<file path="config.mk">
export PLATFORM = sky130hd
export DESIGN_NAME = c910_axi_throttle
export DESIGN_NICKNAME = d
export VERILOG_FILES = /design/src/rtl/c910_axi_pkg.sv /design/src/rtl/c910_axi_txn_counter.sv /design/src/rtl/c910_axi_throttle.sv
export SDC_FILE = /design/constraint.sdc
export NUM_CORES = 1
export LEC_CHECK = 0
export ABC_CLOCK_PERIOD_IN_PS = 3100
export CORE_AREA = 2 2 228 230
export CTS_CLUSTER_DIAMETER = 120
export CTS_CLUSTER_SIZE = 24
export DETAILED_ROUTE_END_ITERATION = 8
export DIE_AREA = 0 0 230 232
export GPL_TIMING_DRIVEN = 0
export PLACE_DENSITY = 0.49
export SLEW_MARGIN = 0
export SYNTH_ARGS = -nofsm -noshare
export SYNTH_HDL_FRONTEND = slang
export SYNTH_SLANG_ARGS = --single-unit
</file>
<file path="constraint.sdc">
create_clock -name clk_i -period 3.1 [get_ports clk_i]
set_clock_uncertainty 0.1 [all_clocks]
set_input_delay 0.62 -clock clk_i [delete_from_list [all_inputs] [get_ports clk_i]]
set_output_delay 0.62 -clock clk_i [all_outputs]
set_load 0.01 [all_outputs]
</file>
<file path="src/rtl/c910_axi_pkg.sv">
// rtl/c910_axi_pkg.sv - shared types and constants for the C910 AXI throttle
//
// Holds the throttle FSM state type, the transaction/stall counter widths and
// the default flattened AXI request/response structs used by the top level.

package c910_axi_pkg;

    localparam int CntWidth      = 8;
    localparam int StallCntWidth = 32;

    typedef enum logic [1:0] {
        RUN      = 2'd0,
        DRAIN    = 2'd1,
        ISOLATED = 2'd2
    } throttle_state_e;

    typedef struct packed {
        logic [3:0]  ar_id;
        logic [31:0] ar_addr;
        logic [7:0]  ar_len;
        logic        ar_valid;
        logic [3:0]  aw_id;
        logic [31:0] aw_addr;
        logic [7:0]  aw_len;
        logic        aw_valid;
        logic [63:0] w_data;
        logic [7:0]  w_strb;
        logic        w_last;
        logic        w_valid;
        logic        r_ready;
        logic        b_ready;
    } axi_req_s;

    typedef struct packed {
        logic        ar_ready;
        logic        aw_ready;
        logic        w_ready;
        logic [3:0]  r_id;
        logic [63:0] r_data;
        logic [1:0]  r_resp;
        logic        r_last;
        logic        r_valid;
        logic [3:0]  b_id;
        logic [1:0]  b_resp;
        logic        b_valid;
    } axi_rsp_s;

endpackage

</file>
<file path="src/rtl/c910_axi_txn_counter.sv">
// rtl/c910_axi_txn_counter.sv - saturating up/down outstanding-transaction counter
//
// Ports:
//   clk, rst     clock, asynchronous active-high reset
//   inc, dec     count up / count down this cycle (both together = no change)
//   limit        threshold for the full flag
//   count        registered count
//   full         count >= limit
//   empty        count == 0

module c910_axi_txn_counter
    import c910_axi_pkg::*;
#(
    parameter int Width = CntWidth
) (
    input  logic             clk,
    input  logic             rst,
    input  logic             inc,
    input  logic             dec,
    input  logic [Width-1:0] limit,
    output logic [Width-1:0] count,
    output logic             full,
    output logic             empty
);

    logic [Width-1:0] cnt_q;

    // Both ends saturate: a decrement at zero is a protocol error and is
    // flagged by the assertion below rather than wrapping the count.
    always_ff @(posedge clk or posedge rst) begin
        if (rst) begin
            cnt_q <= '0;
        end else if (inc && !dec) begin
            if (cnt_q != '1) cnt_q <= cnt_q + 1'b1;
        end else if (dec && !inc) begin
            if (cnt_q != '0) cnt_q <= cnt_q - 1'b1;
        end
    end

    assign count = cnt_q;
    assign full  = (cnt_q >= limit);
    assign empty = (cnt_q == '0);

    underflow_chk: assert property (@(posedge clk) disable iff (rst) !(dec && !inc && empty));

endmodule

</file>
<file path="src/rtl/c910_axi_throttle.sv">
// rtl/c910_axi_throttle.sv - outstanding-transaction throttle and drain/isolate controller
//
// Sits between the C910 AXI master port and the interconnect. All channels
// pass through combinationally; only AR/AW/W valid and ready are gated.
//
// Ports:
//   clk_i, rst_i          clock, asynchronous active-high reset
//   slv_req_i/slv_rsp_o   C910 side request/response
//   mst_req_o/mst_rsp_i   interconnect side request/response
//   isolate_i             level request to drain and block the port
//   isolated_o            port drained and blocked
//   rd_outstanding_o      outstanding reads (AR accepted, final R not yet)
//   wr_outstanding_o      outstanding writes (AW accepted, B not yet)
//   ar_stall_cnt_o        cycles an AR was held by the throttle
//   aw_stall_cnt_o        cycles an AW was held by the throttle
//
// Build option: C910_AXI_THROTTLE_STATS_EN enables the saturating stall
// counters; without it both stall outputs are constant zero.

module c910_axi_throttle
    import c910_axi_pkg::*;
#(
    parameter int  MaxReadTxns  = 16,
    parameter int  MaxWriteTxns = 16,
    parameter type axi_req_t    = axi_req_s,
    parameter type axi_rsp_t    = axi_rsp_s
) (
    input  logic                     clk_i,
    input  logic                     rst_i,
    input  axi_req_t                 slv_req_i,
    output axi_rsp_t                 slv_rsp_o,
    output axi_req_t                 mst_req_o,
    input  axi_rsp_t                 mst_rsp_i,
    input  logic                     isolate_i,
    output logic                     isolated_o,
    output logic [CntWidth-1:0]      rd_outstanding_o,
    output logic [CntWidth-1:0]      wr_outstanding_o,
    output logic [StallCntWidth-1:0] ar_stall_cnt_o,
    output logic [StallCntWidth-1:0] aw_stall_cnt_o
);

    localparam logic [CntWidth-1:0] RdLimit = CntWidth'(MaxReadTxns);
    localparam logic [CntWidth-1:0] WrLimit = CntWidth'(MaxWriteTxns);

    throttle_state_e state_q, state_d;
    logic ar_committed_q, aw_committed_q;

    logic rd_full, rd_empty, wr_full, wr_empty, wp_full, wp_empty;
    logic [CntWidth-1:0] rd_count, wr_count, wp_count;

    logic ar_open, aw_open, w_open;
    logic mst_ar_valid, mst_aw_valid, mst_w_valid;
    logic ar_hs, aw_hs, w_last_hs, r_last_hs, b_hs;
    logic drained;

    // A committed request stays open whatever the gate does, so an AR/AW
    // that was already presented downstream is never withdrawn.
    assign ar_open = ar_committed_q || (state_q == RUN && !rd_full);
    assign aw_open = aw_committed_q || (state_q == RUN && !wr_full && !wp_full);

    assign mst_ar_valid = slv_req_i.ar_valid && ar_open;
    assign mst_aw_valid = slv_req_i.aw_valid && aw_open;

    assign ar_hs = mst_ar_valid && mst_rsp_i.ar_ready;
    assign aw_hs = mst_aw_valid && mst_rsp_i.aw_ready;

    // W only flows for a write whose address is already accepted, or is
    // being accepted right now.
    assign w_open      = !wp_empty || aw_hs;
    assign mst_w_valid = slv_req_i.w_valid && w_open;

    assign w_last_hs = mst_w_valid && mst_rsp_i.w_ready && slv_req_i.w_last;
    assign r_last_hs = mst_rsp_i.r_valid && slv_req_i.r_ready && mst_rsp_i.r_last;
    assign b_hs      = mst_rsp_i.b_valid && slv_req_i.b_ready;

    always_comb begin
        mst_req_o          = slv_req_i;
        mst_req_o.ar_valid = mst_ar_valid;
        mst_req_o.aw_valid = mst_aw_valid;
        mst_req_o.w_valid  = mst_w_valid;

        slv_rsp_o          = mst_rsp_i;
        slv_rsp_o.ar_ready = mst_rsp_i.ar_ready && ar_open;
        slv_rsp_o.aw_ready = mst_rsp_i.aw_ready && aw_open;
        slv_rsp_o.w_ready  = mst_rsp_i.w_ready && w_open;
    end

    c910_axi_txn_counter #(.Width(CntWidth)) u_rd_cnt (
        .clk   (clk_i),
        .rst   (rst_i),
        .inc   (ar_hs),
        .dec   (r_last_hs),
        .limit (RdLimit),
        .count (rd_count),
        .full  (rd_full),
        .empty (rd_empty)
    );

    c910_axi_txn_counter #(.Width(CntWidth)) u_wr_cnt (
        .clk   (clk_i),
        .rst   (rst_i),
        .inc   (aw_hs),
        .dec   (b_hs),
        .limit (WrLimit),
        .count (wr_count),
        .full  (wr_full),
        .empty (wr_empty)
    );

    // Write-data debt: addresses accepted whose last W beat has not passed.
    c910_axi_txn_counter #(.Width(CntWidth)) u_wp_cnt (
        .clk   (clk_i),
        .rst   (rst_i),
        .inc   (aw_hs),
        .dec   (w_last_hs),
        .limit ('1),
        .count (wp_count),
        .full  (wp_full),
        .empty (wp_empty)
    );

    assign drained = rd_empty && wr_empty && (wp_count == '0)
                     && !ar_committed_q && !aw_committed_q;

    always_ff @(posedge clk_i or posedge rst_i) begin
        if (rst_i) begin
            state_q        <= RUN;
            ar_committed_q <= 1'b0;
            aw_committed_q <= 1'b0;
        end else begin
            state_q        <= state_d;
            ar_committed_q <= mst_ar_valid && !mst_rsp_i.ar_ready;
            aw_committed_q <= mst_aw_valid && !mst_rsp_i.aw_ready;
        end
    end

    always_comb begin
        state_d = state_q;
        case (state_q)
            RUN: begin
                if (isolate_i) state_d = DRAIN;
            end
            DRAIN: begin
                if (!isolate_i)   state_d = RUN;
                else if (drained) state_d = ISOLATED;
            end
            ISOLATED: begin
                if (!isolate_i) state_d = RUN;
            end
            default: state_d = RUN;
        endcase
    end

    assign isolated_o       = (state_q == ISOLATED);
    assign rd_outstanding_o = rd_count;
    assign wr_outstanding_o = wr_count;

`ifdef C910_AXI_THROTTLE_STATS_EN
    logic [StallCntWidth-1:0] ar_stall_q, aw_stall_q;

    always_ff @(posedge clk_i or posedge rst_i) begin
        if (rst_i) begin
            ar_stall_q <= '0;
            aw_stall_q <= '0;
        end else begin
            if (slv_req_i.ar_valid && !ar_open && ar_stall_q != '1)
                ar_stall_q <= ar_stall_q + 1'b1;
            if (slv_req_i.aw_valid && !aw_open && aw_stall_q != '1)
                aw_stall_q <= aw_stall_q + 1'b1;
        end
    end

    assign ar_stall_cnt_o = ar_stall_q;
    assign aw_stall_cnt_o = aw_stall_q;
`else
    assign ar_stall_cnt_o = '0;
    assign aw_stall_cnt_o = '0;
`endif

endmodule
</file>
# Word-level counts from Yosys, hierarchy flattened
# Index checks and enable logic that the tools add are counted.
# classes
n_mux,17
n_lt_le_gt_ge,3
add_sub_neg,6
n_eq_ne,11
reduce_logical,61
# op_table
op,count
2-to-1 mux 8 bit,12
logical AND 1 bit,28
"adder 8 x 1 -> 8 bit, second input constant",3
zero test 8 bit,3
"inequality test 8 bit, second input constant",3
nonzero test 8 bit,3
"subtractor 8 x 1 -> 8 bit, second input constant",3
"greater-or-equal comparator 8 x 5 -> 1 bit, second input constant",2
zero test 1 bit,13
AND reduction 3 bit,4
nonzero test 2 bit,6
"inequality test 2 bit, second input constant",5
"greater-or-equal comparator 8 bit, second input constant",1
2-to-1 mux 2 bit,4
one-hot mux 2 bit (3 select lines),1
logical OR 1 bit,3
"inequality test 3 bit, second input constant",1
"== test 2 x 1 -> 1 bit, second input constant",1
"== test 2 bit, second input constant",1
zero test 2 bit,1
# word_totals
register_bits,28
word_cells,104
inputBits,251
output_inout_bits,329

# Longest topological paths before layout
# depth
word_depth,15
mapped_depth,11
depth_no_buf,11

# By module
# Synthesis repeated with hierarchy kept, for this count alone.
# hier_totals
hier_cells,619
hier_area_um2,5217.5
# by_module_without_submodules
module,seq_area_each_um2,cells_each,area_per_inst_um2,instances
c910_axi_throttle,100.1,349,2642.5,1
c910_axi_txn_counter,200.2,90,858.3,3

# Worst setup path after synthesis
# No wires, ideal clock.
# synth_path
path_type,flip-flop to flip-flop
from,"register u_wr_cnt.cnt_q[4], in the netlist u_wr_cnt.count[4]"
to,"register u_wp_cnt.cnt_q[6], in the netlist u_wp_cnt.count[6]"
setup_ns,0.125
path_stages_with_launch,12
arrival_ns,2.727
path_slack_ns,0.148
path_buffers,0
cell_sequence,dfrtp_1 -> nor4_4 -> nand4_1 -> o21ai_4 -> nand2_1 -> fa_1 -> a21o_1 -> a21oi_1 -> o21bai_1 -> a21oi_1 -> xnor2_1 -> mux2_2
# synth_via
elab_chain_cells,15
word_cells_on_any_way,20
cone_classes,1 x order compare; 1 x eq/ne; 1 x mux; 17 x reduce/logical
# synth_lines
element,line,rtl
from (decl),c910_axi_txn_counter.sv:26,logic [Width-1:0] cnt_q;
from (signal assigned),c910_axi_txn_counter.sv:34,if (cnt_q != '1) cnt_q <= cnt_q + 1'b1;
from (signal assigned),c910_axi_txn_counter.sv:36,if (cnt_q != '0) cnt_q <= cnt_q - 1'b1;
greater-or-equal comparator 8 x 5 -> 1 bit (*),c910_axi_txn_counter.sv:41,assign full = (cnt_q >= limit);
zero test 1 bit (*),c910_axi_throttle.sv:59,assign aw_open = aw_committed_q || (state_q == RUN && !wr_full && !wp_full);
logical AND 1 bit (*) (2 in series),c910_axi_throttle.sv:59,
logical OR 1 bit (*),c910_axi_throttle.sv:59,
logical AND 1 bit (*),c910_axi_throttle.sv:62,assign mst_aw_valid = slv_req_i.aw_valid && aw_open;
logical AND 1 bit (*),c910_axi_throttle.sv:65,assign aw_hs = mst_aw_valid && mst_rsp_i.aw_ready;
logical OR 1 bit,c910_axi_throttle.sv:69,assign w_open = !wp_empty || aw_hs;
logical AND 1 bit,c910_axi_throttle.sv:70,assign mst_w_valid = slv_req_i.w_valid && w_open;
logical AND 1 bit (2 in series),c910_axi_throttle.sv:72,assign w_last_hs = mst_w_valid && mst_rsp_i.w_ready && slv_req_i.w_last;
zero test 1 bit,c910_axi_txn_counter.sv:33,end else if (inc && !dec) begin
logical AND 1 bit,c910_axi_txn_counter.sv:33,
inequality test 2 bit (no source line) or nonzero test 2 bit (tied branches),-,
AND reduction 3 bit (no source line),-,
to (signal assigned),c910_axi_txn_counter.sv:34,
to (signal assigned),c910_axi_txn_counter.sv:36,
to (decl),c910_axi_txn_counter.sv:26,
# Every way passes the cells marked *; elsewhere a longest branch is shown, timed or not.
# A chain may end at the register's enable or synchronous reset.

# Worst setup path after layout
# layout_path
from,"register u_wr_cnt.cnt_q[5], in the netlist u_wr_cnt.count[5]"
to,"register u_wr_cnt.cnt_q[7], in the netlist u_wr_cnt.count[7]"
# layout_via
elab_chain_cells,11
word_cells_on_any_way,22
cone_classes,2 x add/sub; 1 x order compare; 2 x eq/ne; 4 x mux; 13 x reduce/logical
# layout_lines
element,line,rtl
greater-or-equal comparator 8 x 5 -> 1 bit,c910_axi_txn_counter.sv:41,
zero test 1 bit,c910_axi_throttle.sv:59,
logical AND 1 bit (2 in series),c910_axi_throttle.sv:59,
logical OR 1 bit,c910_axi_throttle.sv:59,
logical AND 1 bit,c910_axi_throttle.sv:62,
logical AND 1 bit,c910_axi_throttle.sv:65,
zero test 1 bit,c910_axi_txn_counter.sv:35,end else if (dec && !inc) begin
logical AND 1 bit,c910_axi_txn_counter.sv:35,
nonzero test 2 bit (no source line),-,
AND reduction 3 bit (no source line),-,
# Several ways; a longest one is shown, not always the timed one. The select of a mux whose other input is x is not followed.

==> metrics.md <==
| Metric | Value |
|---|---|
| Result of the run | `finished clean` |
| Port buffer count | `279` |
| Cell variety after synth | `44` |
| Average detailed-routed wire length per instance | `~10 um` |
| Cell breakdown of the critical path | `nor4_4 > nand4_1 > o21ai_4 > buf_4 > nand2_4 > ha_1 > a21oi_2 > nor2b_2 > a311oi_2 > a21oi_2 > mux2i_1 > xnor2_1` |
| CP max stage cell | `dfrtp_2` |
| Clock transition time at the flip-flop clock pins of the worst setup and hold paths | `90 ps` |
| GRT Overall Usage | `5.00%` |
| Std-Cell Core Area | `around 50000 um^2` |
| Most Frequent Cell on Critical Path | `a21oi_2` |
| Top-Level Pins | `between 500 and 600` |
| Critical path peak fanout | `8` |
| Ratio of routed vias to standard cells | `roughly 2.7` |
| Cts-stage hold buffer count | `0` |
| WP buf/inv | `1` |
| Most used DFF post-synth | `dfrtp_1` |
| EDFF count, synth | `0` |
| Simple logic cell fraction of the synthesized area | `approximately a tenth` |
| Final count of negative-setup-slack endpoints | `0` |
| Post-synthesis compound-gate area fraction | `under 10%` |
| Post-synthesis mux area share | `under 10%` |
| Width of the chip | `between 200 and 250 um` |
| Crit Path Class | `flop to flop` |
| Number of global-route vias before repair | `about 3900` |
| Peak supply drop | `around 0.26 mV` |
| Clock tree buffer depth | `2` |
| Final HPWL DP | `13700 um` |
| Number of nets in the final layout | `approximately 1100` |
| Largest net degree at the start of global routing | `29` |
| Largest delay share family, worst path | `compound AO/OA/AOI/OAI gates` |
| Die area | `between 50000 and 60000 um^2` |
| First-pass iteration count of the detailed router | `4` |
| TritonCTS clock tree | `done` |
| Portion of the post-synthesis area used by sequential elements | `between 10% and 20%` |
| Final wirelength | `about 15000 um` |
| Total number of vias | `roughly 4200` |
| Area added between synthesis and finish | `96.6%` |
| Row count | `83` |
| Post-layout utilization of the core | `~17%` |
| Count of nets left with antenna violations after detail routing | `0` |
| Starting density of the core | `under 10%` |
| Master cell of the clock root buffer | `clkbuf_16` |
| Antenna Diode Count | `0` |
| Max-cap check violation count | `0` |
| Most used cells in the layout excluding fill and tap cells | `buf_4, clkdlybuf4s50_1, conb_1, dfrtp_1, xnor2_1` |
| Proportion of layout cells with a drive suffix above 1 | `43.5%` |
| Synthesized-area fraction occupied by xor and xnor cells | `a little over 4%` |
| Min cycle time layout | `slightly below 3000 ps` |
| Commonest non-fill, non-tap cell in the layout | `buf_4` |
| Cell types with the largest area share after synthesis | `buf_4, dfrtp_1, ha_1` |
| Classification of the worst-slack hold path | `flop to flop` |
| Main combinational cell family by area after synthesis | `buffers and inverters` |
| Startpoint of the worst register-to-register path | `u_wr_cnt.count[5]` |
| Initial drt markers | `slightly below 70` |
| Total number of yosys warnings | `0` |
| Number of antenna violations at the first check in global routing | `0` |
| Sinks on Clock Net | `28` |
| Final routed DRC violation total | `0` |
| Synth area leader | `buf_4` |
| Total of flip-flops plus latches after synthesis | `28` |
| Arithmetic-cell share of the synthesized area counting full adders, half adders and majority gates | `6.45%` |
| Post-synthesis average cell area | `between 8 and 9 um^2` |
| Post-synth design cell area | `4420 um^2` |
| Wire length of the first global-routing pass | `around 21000 um` |
| Cell count after synthesis | `slightly above 500` |
| Static leakage power | `between 3 and 4 nW` |
| Async set-or-reset flop fraction in the synthesized netlist | `100%` |
| RD Place Congestion | `0.739` |
| Setup crit end kind | `flop` |
| Power per cell area | `~420 nW/um^2` |
| Slew Limit Fails | `0` |
| TritonCTS buffer count | `3` |
| Startpoint of the tightest hold check path | `u_wp_cnt.count[7]` |
| Launching element type of the critical path | `flop` |
| Maximum clock rate | `~340 MHz` |
| Final-layout fill cell count | `5665` |
| Number of hold violations in the final report | `0` |
| Worst slack on hold paths | `just over 400 ps` |
| Clock latency on the worst-skew pair | `between 200 and 300 ps` |
| Share of the clock period used by the worst path | `a little over nine tenths` |
| Height of the die | `~230 um` |
| Delay of the slowest cell on the worst path | `430 ps` |
| Gr ovfl total | `0` |
| Yosys top cell area share | `between 50% and 60%` |
| Worst path required time | `about 3200 ps` |
| Htree depth | `1` |
| Data arrival at the endpoint of the critical path | `3080 ps` |
| Timing startpoint of the critical path | `u_wr_cnt.count[5]` |
==> through the flow <==
step                      power [mW]  area, um^2  worst slack, ps  setup TNS, ps  std cells
after global routing            3.97        8700            -6.12          -6.12       1552
after global placement          3.00        8300             -555          -4300       1535
after detailed placement        3.03        8300             -627          -4650       1535
final                           3.68        8700              127              0       1552
after floorplan                 2.18        4660              148              0        576
after CTS                       3.62        8590            -4.39          -4.39       1548
==> state kept, by name (all words and copies together), names as in the netlist <==
name	flops
u_wp_cnt.count	8
u_wr_cnt.count	8
ar_committed_q	1
aw_committed_q	1
u_rd_cnt.count	8
state_q	2
==> power by group <==
group	total (mW)	leakage (nW)	internal, mW	switching, mW
clock	0.411	0.0511	0.258	0.153
combinational	2.45	3.48	1.47	0.977
sequential	0.823	0.328	0.532	0.291
==> routing by layer <==
metal | vias up | part of all wire [%] | GRT usage, %
li1 | 2026 | - | -
met1 | 1850 | 32 | 5.27
met2 | 297 | 57 | 10.1
met3 | 8 | 10 | 0.774
met4 | 0 | 0.94 | 1.25
met5 | - | 0 | 0
==> final timing paths <==
path | end | slack [ps] | cells past startpoint
worst max-delay path | u_wr_cnt.count[7] | 130 | 12
worst min-delay path | u_wp_cnt.count[7] | 410 | 1
worst max register to register | u_wr_cnt.count[7] | 130 | 12
worst min register to register | u_wp_cnt.count[7] | 410 | 1
max in group asynchronous | u_rd_cnt.count[5] | 1850 | 3
min in group asynchronous | u_wr_cnt.count[7] | 540 | 2
==> timing repair <==
item,4_1_cts,5_1_grt
gates resized for setup,28,15
pin swaps,7,7
setup buffers,9,3
endpoints found under the setup margin,13,10
==> cell families (layout without fill, tap and decap cells) <==
family,after synthesis,in the layout
AO/OA/AOI/OAI,44,44
XOR/XNOR,21,21
adder cells (fa/ha/maj),21,21
buffers and inverters,314,610
flip-flops,28,28
multiplexers,14,14
other,1,64
AND/OR/NAND/NOR,70,70
==> synthesized netlist by cell type, types with 2 or more instances <==
library cell / instances
ha_1: 18
o21bai_1: 4
xor2_1: 3
nor4_1: 4
o22a_1: 5
mux2i_1: 3
inv_1: 4
and2_1: 3
o21a_1: 3
dfrtp_1: 28
nand3_1: 8
buf_4: 309
a311oi_1: 2
fa_1: 3
a21oi_1: 17
nand4_1: 7
xnor2_1: 18
nor2_4: 2
mux2_2: 6
o21ai_0: 5
mux2_4: 5
nor2b_1: 9
a21o_1: 3
nand2_1: 9
nor2_1: 16
==> cell type report <==
type,instances,area (um^2),area share (%)
clock buffers,3,75.1,0.863
well taps,680,851,9.78
multi-input cells,234,1780,20.4
flip-flops and latches,28,708,8.14
clock inverters,1,30.0,0.345
inverters,4,15.0,0.173
plain buffers,310,2330,26.8
repair buffers,292,2910,33.5
Power figures use the tool's default switching activity.
